--- config.mk ---
export PLATFORM = sky130hd
export DESIGN_NAME = phase_frequency_detector
export DESIGN_NICKNAME = d
export VERILOG_FILES = /design/src/rtl/phase_frequency_detector.sv
export SDC_FILE = /design/constraint.sdc
export NUM_CORES = 1
export LEC_CHECK = 0
export CAP_MARGIN = 5
export CORE_ASPECT_RATIO = 1.25
export CORE_MARGIN = 8
export CORE_UTILIZATION = 46
export DETAILED_ROUTE_END_ITERATION = 8
export PLACE_DENSITY = 0.82
export SYNTH_ARGS = -nofsm -noshare
export SYNTH_HDL_FRONTEND = slang
export SYNTH_SLANG_ARGS = --single-unit
--- constraint.sdc ---
create_clock -name clk -period 2.01 [get_ports clk]
set_input_delay 0.3015 -clock clk [delete_from_list [all_inputs] [get_ports clk]]
set_output_delay 0.3015 -clock clk [all_outputs]
set_load 0.1 [all_outputs]
--- src/rtl/phase_frequency_detector.sv ---
`default_nettype none
// ============================================================================
// Module   : phase_frequency_detector
// Function : Crossing detectors, three-state up/down PFD, saturating charge
//            pump driving a 10-bit VCO control word, and a lock indicator.
// Revision : 1.0
// ============================================================================
module phase_frequency_detector #(
    parameter int HYSTERESIS   = 16,
    parameter int CHARGE_STEP  = 4,
    parameter int INIT_VOLTAGE = 512,
    parameter int LOCK_WINDOW  = 8,
    parameter int LOCK_COUNT   = 4
) (
    input  logic        clk,
    input  logic        reset,
    input  logic [11:0] reference_clock_real,
    input  logic [11:0] feedback_clock_real,
    output logic [9:0]  control_voltage_real,
    output logic        up,
    output logic        down,
    output logic        locked
);

    localparam logic signed [11:0] c_hyst_pos   = 12'(HYSTERESIS);
    localparam logic signed [11:0] c_hyst_neg   = -c_hyst_pos;
    localparam logic        [10:0] c_step       = 11'(CHARGE_STEP);
    localparam logic        [9:0]  c_init_v     = 10'(INIT_VOLTAGE);
    localparam logic        [7:0]  c_lock_win   = 8'(LOCK_WINDOW);
    localparam logic        [3:0]  c_lock_count = 4'(LOCK_COUNT);

    typedef enum logic [1:0] {
        S_IDLE = 2'd0,
        S_UP   = 2'd1,
        S_DOWN = 2'd2
    } state_t;

    logic signed [11:0] w_sample [2];
    logic [1:0]         w_edge;

    assign w_sample[0] = $signed(reference_clock_real);
    assign w_sample[1] = $signed(feedback_clock_real);

    // Index 0 = reference, 1 = feedback; both detectors are identical.
    for (genvar gi = 0; gi < 2; gi++) begin : g_cross
        logic r_armed_q, w_armed_d;
        logic r_edge_q,  w_edge_d;

        always_comb begin
            w_armed_d = r_armed_q;
            w_edge_d  = 1'b0;
            if (w_sample[gi] <= c_hyst_neg) begin
                w_armed_d = 1'b1;
            end else if (r_armed_q && (w_sample[gi] >= c_hyst_pos)) begin
                w_edge_d  = 1'b1;
                w_armed_d = 1'b0;
            end
        end

        always_ff @(posedge clk) begin
            if (reset) begin
                r_armed_q <= 1'b0;
                r_edge_q  <= 1'b0;
            end else begin
                r_armed_q <= w_armed_d;
                r_edge_q  <= w_edge_d;
            end
        end

        assign w_edge[gi] = r_edge_q;
    end

    logic w_ref_edge, w_fb_edge;
    assign w_ref_edge = w_edge[0];
    assign w_fb_edge  = w_edge[1];

    state_t      r_state_q, w_state_d;
    logic [9:0]  r_cv_q,    w_cv_d;
    logic [7:0]  r_width_q, w_width_d;
    logic [3:0]  r_lock_q,  w_lock_d;
    logic        r_locked_q, w_locked_d;
    logic [10:0] w_sum_up, w_sum_dn;
    logic [7:0]  w_meas;
    logic        w_lock_evt;

    always_comb begin
        w_state_d = r_state_q;
        unique case (r_state_q)
            S_IDLE: begin
                if (w_ref_edge && !w_fb_edge)      w_state_d = S_UP;
                else if (w_fb_edge && !w_ref_edge) w_state_d = S_DOWN;
            end
            S_UP:    if (w_fb_edge)  w_state_d = S_IDLE;
            S_DOWN:  if (w_ref_edge) w_state_d = S_IDLE;
            default: w_state_d = S_IDLE;
        endcase
    end

    // Bit 10 of the 11-bit result flags overflow above 1023 or underflow below 0.
    always_comb begin
        w_sum_up = {1'b0, r_cv_q} + c_step;
        w_sum_dn = {1'b0, r_cv_q} - c_step;
        w_cv_d   = r_cv_q;
        if (r_state_q == S_UP) begin
            w_cv_d = w_sum_up[10] ? 10'h3FF : w_sum_up[9:0];
        end else if (r_state_q == S_DOWN) begin
            w_cv_d = w_sum_dn[10] ? 10'h000 : w_sum_dn[9:0];
        end
    end

    // Measured width counts the final pulse cycle too; simultaneous edges in IDLE measure 0.
    always_comb begin
        w_width_d  = 8'd0;
        w_meas     = 8'd0;
        w_lock_evt = 1'b0;
        w_lock_d   = r_lock_q;
        if (r_state_q != S_IDLE) begin
            w_width_d = (r_width_q == 8'hFF) ? r_width_q : r_width_q + 8'd1;
            w_meas    = w_width_d;
            w_lock_evt = (w_state_d == S_IDLE);
        end else begin
            w_lock_evt = w_ref_edge && w_fb_edge;
        end
        if (w_lock_evt) begin
            if (w_meas <= c_lock_win) begin
                w_lock_d = (r_lock_q == c_lock_count) ? r_lock_q : r_lock_q + 4'd1;
            end else begin
                w_lock_d = 4'd0;
            end
        end
        w_locked_d = (w_lock_d == c_lock_count);
    end

    always_ff @(posedge clk) begin
        if (reset) begin
            r_state_q  <= S_IDLE;
            r_cv_q     <= c_init_v;
            r_width_q  <= 8'd0;
            r_lock_q   <= 4'd0;
            r_locked_q <= 1'b0;
        end else begin
            r_state_q  <= w_state_d;
            r_cv_q     <= w_cv_d;
            r_width_q  <= w_width_d;
            r_lock_q   <= w_lock_d;
            r_locked_q <= w_locked_d;
        end
    end

    assign up                   = (r_state_q == S_UP);
    assign down                 = (r_state_q == S_DOWN);
    assign control_voltage_real = r_cv_q;
    assign locked               = r_locked_q;

endmodule
`default_nettype wire

==> results.md <==
* GRT Total Usage at 14.9%
* CP endpoint kind: register
* PwrDens at 533 nW/um^2
* DR DRC count at 0
* Min-Delay Path Class: register to register
* Hold_ws at 0.509 ns
* Reg2reg end: locked
* Crit Path Category: register to register
* Drt total wl at 4610 um
* Fmax achieved at 526 MHz
* 1st-pass router iterations at 4
* RSZ-0062 raised after global routing: true
* Switching power at 0.423 mW
* Post-Syn Nets at 259
* Clock slew at reported path FFs at 0.09 ns
* Worst Hold Depth at 2
* Worst relative slew slack at 74.4%
* Tmin final at 1.90 ns
* Die X at 72.2 um
* Worst-Skew Late Latency at 0.27 ns
* Share of layout cells above drive strength 1 at 24.2%
* Vias per inst at 5.80
* IO Port Bufs at 38
* Initial Util at 48.0%
* Worst VDD drop at 469 uV
* Leakage power at 0.886 nW
* Met2 WL at 2460 um
* Sequential fraction of design power at 46.8%
* # IOs at 39
* First-pass GRT wire length at 7820 um
* Max Used Layer: met4
* Arr. time, crit path at 2.08 ns
* Seq cells post-synth at 28
* Routed WL per cell at 14.3 um
* Setup tns final at 0 ns
* Non-Filler Instances at 323
* Dpl cells at 318
* Clk_skew at 0.00371 ns
* Period utilisation layout at 94.6%
* Vias post-DR at 1875
* Num rows at 25
* Seq. cell area at 578 sq um
* R2r startpoint: r_width_q[0]
* Vias in the first global route at 1874
* Final Power at 1.30 mW
* Fin. Hold Viols at 0
* EDFF count, synth at 0
* Die area at 6230 sq um
* Int Pwr at 0.874 mW
* Yosys warning count at 0
* Mapped Cells at 224
* Sequential fraction of the synthesis area at 30.8%
* Area delta synth->final at 33.9%
* CTS tree: yes
* Avg Inst Size Synth at 8.12 sq um
* Status: completed
* Number of max-cap violations at 0
* CTS sink count at 28
* Setup ws final at 0.108 ns
* Final ANT Viol Nets at 0
* Worst Tran Pin Value at 0.374 ns
* Worst Min Path Start: control_voltage_real[6]
* Post-CTS Hold Buffers at 0
* DRT iter0 DRCs at 211
* Net Sw Frac at 32.6%
* CTS Buf Count at 3
* Share of total power in the clock network at 23.9%
* Synth async-reset ratio at 0%
* Detailed Place HPWL at 3620 um
* FF-to-FF setup slack at 0.11 ns
* Initial antenna violation count at 0
* Multi-input logic area at 1200 sq um
* Die Ht at 86.3 um
* N_diodes at 0
* Grt total ovfl at 0
* Mapped cell area at 1820 sq um
* Met1 Wirelength at 1920 um
* Core footprint at 3780 sq um
* Root buf cell: clkbuf_8
* Post-layout nets at 305
* CTS HTree Levels at 1
* Cells on worst reg2reg path at 8
* Metal3 WL at 136 um
* Comb pwr share at 29.3%
* Startpoint types: register
* Final setup violation count at 0
* Library cells used by synthesis at 49
* Synth Flop Type: dfxtp_1
* Routability congestion estimate at 0.863
* Largest net degree at the start of global routing at 26
* CTS Buffer Depth at 2
* WHS Endpoint: control_voltage_real[6]
* WP data required at 2.19 ns
* Max Slew Vio Count at 0
* Pre-CTS WS at 0.00785 ns
* Fill cell total of the finished layout at 302
* Crit-path max FO at 5
## cell families (layout without fill, tap and decap cells)
group	Yosys count	count (layout)	synth area share, %
fa+ha+maj	9	9	6.19
compound gates	64	64	26.4
buf+inv	25	70	6.54
simple gates	93	93	27.3
xor+xnor	1	1	0.482
flops	28	28	30.8
mux	4	4	2.27
## area by class of cell
type	instances	share of cell area, %
well taps	54	2.78
inverters	11	1.70
multi-input cells	171	49.4
flip-flops and latches	28	23.8
clock buffers	3	1.70
clock inverters	1	0.154
repair buffers	55	20.6
## worst max-delay path by stage
stage               slack, ns               startpoint                       to  cells past startpoint
floorplan               0.002             r_state_q[1]  control_voltage_real[0]                      8
global placement         0.08             r_width_q[0]                   locked                      7
detailed placement      0.008             r_width_q[0]                   locked                      7
CTS                      0.03             r_state_q[0]                   locked                      7
global route            -0.02  control_voltage_real[3]  control_voltage_real[8]                      8
finish                   0.11             r_width_q[0]                   locked                      8
## cell usage after synthesis, types with 5 or more instances
cell      number  area [sq um]
a21oi_1       14          70.1
nor4_1         5          31.3
dfxtp_1       28           561
nor3_1        19          95.1
nor2_1        16          60.1
nand2_1       14          52.6
a211oi_1       5          37.5
ha_1           9           113
nand4_1       10          62.6
clkbuf_1       8          30.0
o21ai_0       10          50.1
inv_1         11          41.3
nand2b_1       5          31.3
nand3_1        7          35.0
a31oi_1        6          37.5
## per-stage QoR
step                      instance area (sq um)  utilization, %
after floorplan                            1870               -
after global placement                     2350            62.2
after detailed placement                   2350            62.2
after CTS                                  2400            63.5
after global routing                       2430            64.3
final                                      2430            64.3
## metal layers
layer	vias to the layer above	GRT usage [%]
met5	-	0
met4	0	4.47
met3	12	2.31
met2	42	28.9
met1	882	15.6
li1	939	-
## cells in the final DEF (no fill, tap or decap), types with 4 or more instances in the layout
cell / count
dfxtp_2: 8
ha_1: 7
clkdlybuf4s50_1: 25
nand2b_1: 5
nand2_1: 14
buf_4: 28
nand3_1: 7
dfxtp_1: 18
nand4_1: 10
nor2_1: 15
a211oi_1: 4
inv_1: 8
nor3_1: 18
nor4_1: 5
a311oi_1: 4
o21ai_0: 10
a31oi_1: 6
a21oi_1: 14
## power groups by stage
| stage | combinational (mW) | sequential (mW) | clock [mW] |
|---|---|---|---|
| 5_1_grt | 0.408 | 0.611 | 0.348 |
| 2_1_floorplan | 0.169 | 0.695 | 0 |
| 3_3_place_gp | 0.366 | 0.618 | 0 |
| 4_1_cts | 0.374 | 0.606 | 0.322 |
| 6_report | 0.380 | 0.607 | 0.309 |
| 3_5_place_dp | 0.373 | 0.619 | 0 |
## sequential cells by signal (all words and copies together) (netlist names)
signal,flops
control_voltage_real,9
g_cross.r_armed_q,2
g_cross.r_edge_q,2
locked,1
r_lock_q,4
r_state_q,2
r_width_q,8
## critical path, stage by stage (launching register included)
cell and delay [ns]:
dfxtp_1 0.35, ha_1 0.18, buf_4 0.13, nand3_1 0.09, or2_2 0.37, o211ai_1 0.16, a211oi_4 0.13, a31o_4 0.23
and4_1 0.16
## timing repair
item,CTS,global route
pin swaps,2,3
buffers inserted,0,1
endpoints found under the setup margin,1,7
gates resized for setup,2,6
Note: power is estimated with default switching activity, not from simulation.
